==> config.mk <==
export PLATFORM = sky130hd
export DESIGN_NAME = pattern_arbiter
export DESIGN_NICKNAME = d
export VERILOG_FILES = /design/src/rtl/pattern_arbiter.sv
export SDC_FILE = /design/constraint.sdc
export NUM_CORES = 1
export LEC_CHECK = 0
export BUFFER_PORTS_ARGS = -buffer_cell sky130_fd_sc_hd__buf_2
export CORE_MARGIN = 4
export CORE_UTILIZATION = 25
export CTS_BUF_LIST = sky130_fd_sc_hd__clkbuf_16
export DETAILED_ROUTE_END_ITERATION = 8
export SYNTH_ARGS = -nofsm -noshare
export SYNTH_HDL_FRONTEND = slang
export SYNTH_SLANG_ARGS = --single-unit
==> constraint.sdc <==
create_clock -name CLK -period 4 [get_ports CLK]
set_input_delay 0.8 -clock CLK [delete_from_list [all_inputs] [get_ports CLK]]
set_output_delay 0.8 -clock CLK [all_outputs]
set_load 0.02 [all_outputs]
==> src/rtl/pattern_arbiter.sv <==
// pattern_arbiter: owns the shared seven-segment display and picks which of three
// pattern generators drives it. Buttons are synchronized and debounced. Simultaneous
// presses resolve by fixed priority. A source switch blanks the display for
// BLANK_CYCLES. After IDLE_STEPS step_en pulses without a press, the block
// auto-rotates through the patterns.
//
// Ports:
//   CLK              system clock
//   RST              synchronous, active-high reset
//   btn1/btn2/btn3   raw asynchronous buttons selecting pattern 0/1/2
//   step_en          one-cycle strobe at the selected pattern speed
//   seg_a/b/c        active-low segment buses of patterns 0/1/2
//   an_a/b/c         active-low anode buses of patterns 0/1/2
//   seg, an          registered display outputs
//   active           index of the displayed pattern (0..2)
//   auto_mode        high while auto-rotating
module pattern_arbiter #(
   parameter int unsigned DB_CYCLES    = 500000,
   parameter int unsigned BLANK_CYCLES = 1000000,
   parameter int unsigned IDLE_STEPS   = 64,
   parameter int unsigned AUTO_STEPS   = 16
) (
   input  logic       CLK,
   input  logic       RST,
   input  logic       btn1,
   input  logic       btn2,
   input  logic       btn3,
   input  logic       step_en,
   input  logic [7:0] seg_a,
   input  logic [7:0] seg_b,
   input  logic [7:0] seg_c,
   input  logic [3:0] an_a,
   input  logic [3:0] an_b,
   input  logic [3:0] an_c,
   output logic [7:0] seg,
   output logic [3:0] an,
   output logic [1:0] active,
   output logic       auto_mode
);

   localparam int unsigned DbW    = $clog2(DB_CYCLES + 1);
   localparam int unsigned BlankW = $clog2(BLANK_CYCLES + 1);
   localparam int unsigned IdleW  = $clog2(IDLE_STEPS + 1);
   localparam int unsigned RotW   = $clog2(AUTO_STEPS + 1);

   // Counter values on the cycle before each counter reaches its limit.
   localparam logic [DbW-1:0]    DbLast    = DbW'(DB_CYCLES - 1);
   localparam logic [BlankW-1:0] BlankLast = BlankW'(BLANK_CYCLES - 1);
   localparam logic [IdleW-1:0]  IdleLast  = IdleW'(IDLE_STEPS - 1);
   localparam logic [IdleW-1:0]  IdleSat   = IdleW'(IDLE_STEPS);
   localparam logic [RotW-1:0]   RotLast   = RotW'(AUTO_STEPS - 1);

   typedef enum logic [1:0] {
      StManual,
      StBlank,
      StAuto
   } state_e;

   // ------------------------------------------------------------------
   // Button synchronizers and debouncers
   // ------------------------------------------------------------------
   logic [2:0]          btn_raw;
   logic [2:0]          meta_q, sync_q;
   logic [2:0]          db_q, db_d, db_prev_q;
   logic [2:0][DbW-1:0] db_cnt_q, db_cnt_d;
   logic [2:0]          press;

   assign btn_raw = {btn3, btn2, btn1};

   // A level change is accepted once the synced level has disagreed with the
   // debounced level for DB_CYCLES consecutive cycles.
   always_comb begin
      db_d     = db_q;
      db_cnt_d = '0;
      for (int i = 0; i < 3; i++) begin
         if (sync_q[i] != db_q[i]) begin
            if (db_cnt_q[i] == DbLast) begin
               db_d[i] = sync_q[i];
            end else begin
               db_cnt_d[i] = db_cnt_q[i] + 1'b1;
            end
         end
      end
   end

   // Only the rising edge of the debounced level counts; releases are silent.
   assign press = db_q & ~db_prev_q;

   always_ff @(posedge CLK) begin
      if (RST) begin
         meta_q    <= '0;
         sync_q    <= '0;
         db_q      <= '0;
         db_prev_q <= '0;
         db_cnt_q  <= '0;
      end else begin
         meta_q    <= btn_raw;
         sync_q    <= meta_q;
         db_q      <= db_d;
         db_prev_q <= db_q;
         db_cnt_q  <= db_cnt_d;
      end
   end

   // ------------------------------------------------------------------
   // Priority: btn1 > btn2 > btn3
   // ------------------------------------------------------------------
   logic       any_press;
   logic [1:0] press_tgt;

   assign any_press = |press;

   always_comb begin
      if (press[0]) begin
         press_tgt = 2'd0;
      end else if (press[1]) begin
         press_tgt = 2'd1;
      end else begin
         press_tgt = 2'd2;
      end
   end

   // ------------------------------------------------------------------
   // Sequencer FSM
   // ------------------------------------------------------------------
   state_e            state_q, state_d;
   logic [1:0]        active_q, active_d;
   logic [1:0]        target_q, target_d;
   logic [BlankW-1:0] blank_q, blank_d;
   logic [IdleW-1:0]  idle_q, idle_d;
   logic [RotW-1:0]   rot_q, rot_d;

   always_comb begin
      state_d  = state_q;
      active_d = active_q;
      target_d = target_q;
      blank_d  = blank_q;
      idle_d   = idle_q;
      rot_d    = rot_q;

      unique case (state_q)
         StManual: begin
            // A press takes precedence over a same-cycle step_en.
            if (any_press) begin
               if (press_tgt != active_q) begin
                  state_d  = StBlank;
                  target_d = press_tgt;
                  blank_d  = '0;
               end else begin
                  idle_d = '0;
               end
            end else if (step_en) begin
               if (idle_q == IdleLast) begin
                  state_d = StAuto;
                  idle_d  = IdleSat;
                  rot_d   = '0;
               end else begin
                  idle_d = idle_q + 1'b1;
               end
            end
         end

         StBlank: begin
            if (any_press) begin
               target_d = press_tgt;
               blank_d  = '0;
            end else if (blank_q == BlankLast) begin
               state_d  = StManual;
               active_d = target_q;
               blank_d  = '0;
               idle_d   = '0;
            end else begin
               blank_d = blank_q + 1'b1;
            end
         end

         StAuto: begin
            if (any_press) begin
               if (press_tgt != active_q) begin
                  state_d  = StBlank;
                  target_d = press_tgt;
                  blank_d  = '0;
               end else begin
                  state_d = StManual;
                  idle_d  = '0;
               end
            end else if (step_en) begin
               if (rot_q == RotLast) begin
                  rot_d    = '0;
                  active_d = (active_q == 2'd2) ? 2'd0 : active_q + 2'd1;
               end else begin
                  rot_d = rot_q + 1'b1;
               end
            end
         end

         default: begin
            state_d = StManual;
         end
      endcase
   end

   always_ff @(posedge CLK) begin
      if (RST) begin
         state_q  <= StManual;
         active_q <= 2'd0;
         target_q <= 2'd0;
         blank_q  <= '0;
         idle_q   <= '0;
         rot_q    <= '0;
      end else begin
         state_q  <= state_d;
         active_q <= active_d;
         target_q <= target_d;
         blank_q  <= blank_d;
         idle_q   <= idle_d;
         rot_q    <= rot_d;
      end
   end

   // ------------------------------------------------------------------
   // Registered display output
   // ------------------------------------------------------------------
   logic [7:0] seg_q, seg_d;
   logic [3:0] an_q, an_d;

   always_comb begin
      seg_d = 8'hFF;
      an_d  = 4'hF;
      if (state_q != StBlank) begin
         case (active_q)
            2'd0: begin
               seg_d = seg_a;
               an_d  = an_a;
            end
            2'd1: begin
               seg_d = seg_b;
               an_d  = an_b;
            end
            default: begin
               seg_d = seg_c;
               an_d  = an_c;
            end
         endcase
      end
   end

   always_ff @(posedge CLK) begin
      if (RST) begin
         seg_q <= 8'hFF;
         an_q  <= 4'hF;
      end else begin
         seg_q <= seg_d;
         an_q  <= an_d;
      end
   end

   assign seg       = seg_q;
   assign an        = an_q;
   assign active    = active_q;
   assign auto_mode = (state_q == StAuto);

endmodule

==> metrics, run 1 <==
Die H 158 um; critical path endpoint category register; HP Start meta_q[1]; diode count 0; gr ovfl total 0; achievable frequency 370 MHz; Initial Util 25.6%; Max-Cap Viols 0; std cell rows 54; DP HPWL 7940 um; Mean Syn Cell Area 8.81 sq um; Worst R2R Start db_q[1]; TNS Setup 0 ps; CTS Root Cell clkbuf_16; cell depth of the worst flop-to-flop path 6; Port Buffer Count 56; Most used DFF post-synth dfxtp_1; vias in the first global route 4111; fin. max-slew vios 0; Core Region 0.0220 sq mm; top post-synthesis cells by area dfxtp_1 42%, nor2_1 6.9%, xnor2_1 5.8%; share of layout cells above drive strength 1 16.6%; status complete, no violations; Slew headroom 37.2%; Die X 158 um; first-pass GRT wire length 19800 um; Arr. time, crit path 3010 ps; post-synthesis compound-gate area fraction 9.95%; Hold Vio Cnt, Final 0; CTS tree done; Power Density 496 mW/mm^2; Critical R2R Capture blank_q[19]; clock sink count 119; post-synthesis simple-gate area fraction 26.3%; initial antenna violation count 0; most common cell in the synthesized netlist dfxtp_1; Final setup viols 0; Hold Crit Endpoint sync_q[1]; synthesized area 0.00563 sq mm; VDD IR-drop max 353 uV; post-synthesis cell count 639; Post-Route Utilization 30.7%; met2 Usage GRT 14.6%; largest net degree at the start of global routing 36; fin crit share 67.5%; post-synthesis xor/xnor area fraction 10.3%; final setup margin 1300 ps; worst hold stages 1; # fillers 2292; DRC viols 0; CP startpoint kind register; R2R setup slack 1300 ps; Via density 4.47; Worst path slowest cell o21ai_2; Worst Hold Class reg2reg; routing usage on met3 3.20%; hold slack 438 ps; CTS max path bufs 2; Netlist cell types 63; Net Count, Synth 692; largest family of logic cells by synthesized area simple AND/OR/NAND/NOR gates; IO Count 57; fin nets 746; FF+latch count, synth 119; TritonCTS Buffers 17; RSZ-0062 raised after global routing no; Post-Route WL 11500 um; Post-CTS Repair Setup Buffers 0; Synth-to-Final Area Change 19.7%; synth warn 0; largest area contributor in the netlist dfxtp_1; GP Congestion 0.800; ys async rst share 0%; First-pass DRT Iterations 4; DRT antenna net count 0; grt peak-use layer met2; DR iter-0 viols 270; critical path peak fanout 19; Hold-fix buffers, CTS 0; worst-margin pin slew 939 ps; Worst Path Required 4310 ps; met1 usage in global routing 13.2%; pre-CTS WS 1300 ps; Final min period 2700 ps; top-area cell type share of the netlist area 42.3%; post-route total power 3.34 mW; CP Cell Sequence nand2b_1, nand3_2, o211ai_2, a21o_1, o21ai_2, o21ba_2; H-Tree Depth 4; Post-synth EDFFs 0; total number of vias 4404; synth cell count leaders 119 x dfxtp_1, 104 x nor2_1, 53 x nand2_1; adder-cell share of the synthesized area 2.44%; Worst Skew 12.6 ps; Reg clk slew, reported paths 60 ps; Avg WL per Cell 11.6 um; cts repair resizes 0; full die area 0.0250 sq mm; aggregate global-route resource usage 9.67%; Multi-input gate area 0.00308 sq mm; leakage 2.27 nW; Seq/Total Area, Yosys 42.3%; CP peak stage delay 680 ps; Register Area 0.00238 sq mm; Setup Crit Path Kind reg2reg; mux cell area share after synthesis 5.60%; Worst-Skew Late Latency 420 ps
[flip-flops by register name, summed over array words and instances (netlist names)]
signal,cells
state_q,2
blank_q,20
sync_q,3
db_cnt_q,57
seg,8
rot_q,5
meta_q,3
target_q,2
idle_q,7
active,2
db_q,3
db_prev_q,3
an,4
[cell usage in the layout, fill, tap and decap left out, drive strengths merged, types with 19 or more instances in the layout]
cell type / count
xor2: 29
a21oi: 23
nor2: 104
inv: 24
buf: 58
nand4: 19
xnor2: 37
dfxtp: 119
nand3: 36
nand2: 53
[logic make-up (layout without fill, tap and decap cells)]
group / after synthesis / after routing
fa+ha+maj: 11 / 11
compound gates: 76 / 76
mux: 30 / 30
simple gates: 299 / 299
buf+inv: 38 / 105
flops: 119 / 119
xor+xnor: 66 / 66
[routing by layer]
metal | routed length (um) | up-vias | part of all wire (%)
met3 | 513 | 6 | 4.5
met4 | 81 | 0 | 0.71
met5 | 0 | - | 0
li1 | - | 2324 | -
met2 | 4980 | 71 | 43
met1 | 5900 | 2003 | 51
[critical path: cells and delay by family (launching register included)]
kind / cells / cell delay (ps)
and+or+nand+nor: 2 / 510
DFF: 1 / 390
AOI/OAI and AO/OA: 4 / 1690
[power by group]
part	leakage (nW)	switching, mW	internal [mW]
logic	1.03	0.388	0.201
clock network	0.275	0.613	0.880
registers	0.964	0.0319	1.23
[worst max-delay path by stage]
stage	slack [ps]	start	depth (start not counted)	to
floorplan	1900	state_q[0]	7	blank_q[9]
global placement	1300	db_q[1]	6	blank_q[19]
detailed placement	1300	db_q[1]	6	blank_q[19]
CTS	1270	db_q[1]	6	blank_q[19]
global route	1060	db_q[1]	6	blank_q[19]
finish	1300	db_q[1]	6	blank_q[19]
[stage by stage]
step	cells	area (sq um)
after floorplan	639	5630
after global placement	954	6160
after detailed placement	954	6160
after CTS	986	6740
after global routing	986	6740
final	986	6740
[area by class of cell]
type                    count  area share [%]
flip-flops and latches    119            35.3
repair buffers             58            4.38
clock buffers              17            6.31
multi-input cells         482            45.6
well taps                 280            5.20
clock inverters            15            2.34
inverters                  15           0.835
(Power assumes the default switching activity.)
==> run 2: changes to the inputs <==
--- a/config.mk
+++ b/config.mk
@@ -5,6 +5,7 @@
 export SDC_FILE = /design/constraint.sdc
 export NUM_CORES = 1
 export LEC_CHECK = 0
+export ABC_AREA = 1
 export BUFFER_PORTS_ARGS = -buffer_cell sky130_fd_sc_hd__buf_2
 export CORE_MARGIN = 4
 export CORE_UTILIZATION = 25
==> constraint.sdc (replaced) <==
create_clock -name CLK -period 2.25 [get_ports CLK]
set_input_delay 0.45 -clock CLK [delete_from_list [all_inputs] [get_ports CLK]]
set_output_delay 0.45 -clock CLK [all_outputs]
set_load 0.02 [all_outputs]
==> run 2 against run 1 <==
Effect of this change:
- wire length is 24% higher
- setup slack lost 1000 ps
- sequential cell count unchanged
- power rose by 68%
- critical endpoint is now idle_q[0]
- largest cell class unchanged
- largest power group unchanged
==> metrics, run 2 <==
CTS Root Cell clkbuf_16; CTS tree done; full die area 0.0275 sq mm; IO Count 57; Reg clk slew, reported paths 60 ps; Seq/Total Area, Yosys 38.3%; aggregate global-route resource usage 10.5%; largest net degree at the start of global routing 20; Final min period 1980 ps; Post-synth EDFFs 0; Via density 4.36; VDD IR-drop max 536 uV; commonest non-fill, non-tap cell in the layout nand2_1; Core Region 0.0244 sq mm; Initial Util 25.5%; DP HPWL 10400 um; leakage 3.08 nW; CP Cell Sequence nand2_1, nand2_1, nor2_2, inv_2, o21ai_4, nand3_2, nor2_1, nor2_1; GP Congestion 0.836; max reg flops 57; first-pass GRT wire length 24900 um; CP peak stage delay 340 ps; Avg WL per Cell 10.5 um; Most used DFF post-synth dfxtp_1; First-pass DRT Iterations 5; top post-synthesis cells by area dfxtp_1 38%, nand2_1 15%, nor2_1 9.0%; gr ovfl total 0; post-synthesis cell count 950; pre-CTS WS 202 ps; Die X 166 um; DRT antenna net count 0; share of layout cells above drive strength 1 12.0%; TritonCTS Buffers 17; Worst-Skew Late Latency 420 ps; TNS Setup 0 ps; Hold-fix buffers, CTS 0; most common cell in the synthesized netlist nand2_1; diode count 0; FF+latch count, synth 119; Worst Hold Class in2reg; Arr. time, crit path 2300 ps; Biggest register db_cnt_q; fin. max-slew vios 0; DR iter-0 viols 289; initial antenna violation count 0; total number of vias 5899; post-synthesis xor/xnor area fraction 2.25%; RSZ-0062 raised after global routing no; synth cell count leaders 241 x nand2_1, 149 x nor2_1, 130 x inv_1; worst path bufs/invs 1; post-synthesis simple-gate area fraction 40.1%; Synth-to-Final Area Change 20.4%; Slew headroom 41.7%; Netlist cell types 42; worst-margin pin slew 871 ps; Post-Route WL 14300 um; Worst Path Required 2570 ps; top-area cell type share of the netlist area 38.3%; Mean Syn Cell Area 6.55 sq um; post-synthesis compound-gate area fraction 6.91%; mux cell area share after synthesis 0%; Worst path top cell family by delay simple AND/OR/NAND/NOR gates; largest area contributor in the netlist dfxtp_1; CP startpoint kind register; fin crit share 88.0%; adder-cell share of the synthesized area 2.21%; std cell rows 57; vias in the first global route 5499; DRC viols 0; fin nets 1070; Net Count, Synth 1003; critical path endpoint category register; Worst Skew 16.6 ps; Die H 166 um; Setup Crit Path Kind reg2reg; synth warn 0; Power Density 749 mW/mm^2; largest family of logic cells by synthesized area simple AND/OR/NAND/NOR gates; Hold Vio Cnt, Final 0; synthesized area 0.00623 sq mm; CTS max path bufs 2; achievable frequency 505 MHz; Max-Cap Viols 0; status complete, no violations; most frequent cells in the layout 240 x nand2_1, 148 x nor2_1, 131 x inv_1, 119 x dfxtp_1, 65 x nand3_1; final setup margin 270 ps; critical path peak fanout 13; ys async rst share 0%; clock sink count 119; H-Tree Depth 4; Port Buffer Count 56; Worst path slowest cell dfxtp_1; Final setup viols 0
[run 2: final timing paths]
path / startpoint / endpoint / slack (ps) / cells after the start
hold / removal: seg_b[4] / seg[4] / 230 / 3
setup / recovery: db_q[0] / idle_q[0] / 270 / 8
setup reg to reg: db_q[0] / idle_q[0] / 270 / 8
hold reg to reg: meta_q[2] / sync_q[2] / 400 / 2
[run 2: metrics by stage]
| stage | hold WS [ps] | cell area, sq um | util, % | cells | power (mW) |
|---|---|---|---|---|---|
| after global routing | 224 | 7500 | 30.7 | 1354 | 5.88 |
| after CTS | 215 | 7490 | 30.7 | 1354 | 5.70 |
| final | 230 | 7500 | 30.7 | 1354 | 5.62 |
| after detailed placement | 398 | 6880 | 28.2 | 1322 | 2.85 |
| after global placement | 390 | 6880 | 28.2 | 1322 | 2.85 |
| after floorplan | 388 | 6230 | - | 950 | 2.68 |
[run 2: where the power goes]
group	internal [mW]	leakage (nW)	switching, mW
Clock	1.83	0.293	0.973
Sequential	2.19	0.965	0.0479
Combinational	0.201	1.82	0.376
[run 2: worst reg2reg max path: stages, from the launching register on]
cell and delay [ps]:
dfxtp_1 340, nand2_1 150, nand2_1 120, nor2_2 300, inv_2 210, o21ai_4 270
nand3_2 280, nor2_1 180, nor2_1 50
[run 2: timing repair]
action / CTS / global route
buffers inserted: 0 / 0
gates resized for setup: 0 / 2
endpoints found under the hold margin: 0 / 0
setup endpoints to repair: 0 / 9
[run 2: kinds of logic (layout without fill, tap and decap cells)]
family / count (synthesis) / count (layout)
simple gates: 569 / 569
xor+xnor: 16 / 16
compound gates: 79 / 79
flops: 119 / 119
buf+inv: 156 / 236
fa+ha+maj: 11 / 11
[run 2: layout make-up]
type	instances	area (sq um)
Inverter	134	504
Tap cell	324	405
Clock buffer	17	425
Timing Repair Buffer	70	385
Fill cell	2692	16900
Clock inverter	15	185
Multi-Input combinational cell	675	3210
Sequential cell	119	2380
[run 2: routing by layer]
| layer | GRT usage, % | wire, um |
|---|---|---|
| met5 | 0 | 0 |
| met3 | 2.67 | 346 |
| met4 | 3.01 | 141 |
| met1 | 13.7 | 7050 |
| met2 | 17.3 | 6710 |
==> run 3: changes to the inputs <==
--- a/config.mk
+++ b/config.mk
@@ -8,9 +8,10 @@
 export ABC_AREA = 1
 export BUFFER_PORTS_ARGS = -buffer_cell sky130_fd_sc_hd__buf_2
 export CORE_MARGIN = 4
-export CORE_UTILIZATION = 25
+export CORE_UTILIZATION = 54
 export CTS_BUF_LIST = sky130_fd_sc_hd__clkbuf_16
 export DETAILED_ROUTE_END_ITERATION = 8
+export PLACE_DENSITY = 0.76
 export SYNTH_ARGS = -nofsm -noshare
 export SYNTH_HDL_FRONTEND = slang
 export SYNTH_SLANG_ARGS = --single-unit
==> run 3 against run 2 <==
Effect of this change:
- register-to-register slack worse by 50 ps
- non-clock buffer count unchanged
- setup slack lost 54 ps
- critical path type unchanged
- critical endpoint is now idle_q[1]
- largest cell class unchanged
- highest routed layer unchanged
==> metrics, run 3 (synthesis gave the netlist of run 2 again) <==
status complete, no violations; Post-Route Utilization 65.2%; std cell rows 38; Initial Util 56.2%; max reg flops 57; Power Density 740 mW/mm^2; Post-Route WL 13700 um; largest net degree at the start of global routing 20; GP Congestion 0.883; Reg clk slew, reported paths 60 ps; Final setup viols 0; Worst Path Required 2590 ps; fin. max-slew vios 0; first-pass GRT wire length 23500 um; clock share of power 47.5%; P_int 3.99 mW; share of layout cells above drive strength 1 12.1%; full die area 0.0133 sq mm; First-pass DRT Iterations 7; Critical R2R Capture idle_q[1]; TNS Setup 0 ps; CTS Root Cell clkbuf_16; CTS tree done; cell depth of the worst flop-to-flop path 11; diode count 0; RSZ-0062 raised after global routing no; most frequent cells in the layout 240 x nand2_1, 148 x nor2_1, 130 x inv_1, 119 x dfxtp_1, 65 x nand3_1; Worst Skew 6.88 ps; Setup Crit Path Kind reg2reg; H-Tree Depth 4; total number of vias 5953; fin nets 1070; R2R setup slack 220 ps; Synth-to-Final Area Change 15.9%; Arr. time, crit path 2370 ps; sequential power share 41.8%; Worst Hold Class in2reg; CP startpoint blank_q[0]; commonest non-fill, non-tap cell in the layout nand2_1; aggregate global-route resource usage 21.5%; DP HPWL 9990 um; Worst-Skew Late Latency 410 ps; Worst R2R Start blank_q[0]; total net switching power 1.35 mW; Slew headroom 44.0%; gr ovfl total 0; DRT antenna net count 0; Core Region 0.0111 sq mm; Net Sw Frac 25.3%; TritonCTS Buffers 17; fin crit share 90.4%; Die H 115 um; Via density 5.09; post-route total power 5.34 mW; worst-margin pin slew 837 ps; Port Buffer Count 56; Critical Path Sink idle_q[1]; Hold-fix buffers, CTS 0; IO Count 57; Hold Vio Cnt, Final 0; initial antenna violation count 0; critical path peak fanout 11; clock sink count 119; DR iter-0 viols 440; VDD IR-drop max 725 uV; Avg WL per Cell 11.7 um; pre-CTS WS 207 ps; DRC viols 0; Final min period 2030 ps; Die X 115 um; achievable frequency 492 MHz; Biggest register db_cnt_q; critical path endpoint category register; leakage 3.06 nW; final setup margin 216 ps; Max-Cap Viols 0; CTS max path bufs 2; Gate power share 10.8%; CP startpoint kind register; vias in the first global route 5481
## run 3: cell count changes in the layout (fill, tap and decap cells not counted), sizes merged
cell,delta
clkinvlp,-1
inv,-2
bufinv,-2
clkinv,+4
## run 3: how the worst min path moves through the flow
stage | from | to | slack [ps] | depth (start not counted)
finish | an_b[3] | an[3] | 240 | 3
global route | seg_b[0] | seg[0] | 230 | 3
CTS | seg_b[0] | seg[0] | 220 | 3
detailed placement | meta_q[1] | sync_q[1] | 390 | 2
global placement | meta_q[2] | sync_q[2] | 390 | 2
floorplan | meta_q[0] | sync_q[0] | 390 | 2
## run 3: routing by layer
layer  up-vias  GRT usage, %  wire, um
li1       3169             -         -
met1      2654          27.6      6450
met2       118          35.3      6590
met3        12          6.16       558
met4         0          6.03        95
met5         -             0         0
## run 3: power groups by stage
stage | registers [mW] | logic [mW] | clock network (mW)
after CTS | 2.23 | 0.573 | 2.59
after detailed placement | 2.27 | 0.568 | 0
after global placement | 2.27 | 0.561 | 0
after floorplan | 2.32 | 0.368 | 0
after global routing | 2.24 | 0.656 | 2.70
final | 2.23 | 0.574 | 2.53
## run 3: final cells by class
cell class | instances | area, sq um
clock buffer | 17 | 425
sequential | 119 | 2380
tap | 140 | 175
timing repair buffer | 70 | 385
clock inverter | 14 | 136
fill | 995 | 3860
multi-input combinational | 675 | 3210
inverter | 134 | 504
## run 3: timing repair
action | in CTS | in global routing
endpoints found under the setup margin | 0 | 9
resized for setup | 0 | 2
hold endpoints to repair | 0 | 0
buffers inserted | 0 | 0
## run 3: worst max-delay path, stage by stage, from the launching register on
cell,delay [ps]
dfxtp_1,370
ha_1,210
nand3_1,140
inv_2,110
nand2_2,90
inv_1,100
nand3_2,120
o21ai_4,240
nand3_2,280
nand2_1,130
nand2_1,50
nor2_1,110
## run 3: per-stage QoR
| step | hold slack (ps) | cell area (sq um) | instances |
|---|---|---|---|
| 2_1_floorplan | 388 | 6230 | 950 |
| 3_3_place_gp | 389 | 6650 | 1138 |
| 5_1_grt | 226 | 7220 | 1169 |
| 3_5_place_dp | 395 | 6650 | 1138 |
| 4_1_cts | 224 | 7210 | 1169 |
| 6_report | 243 | 7220 | 1169 |
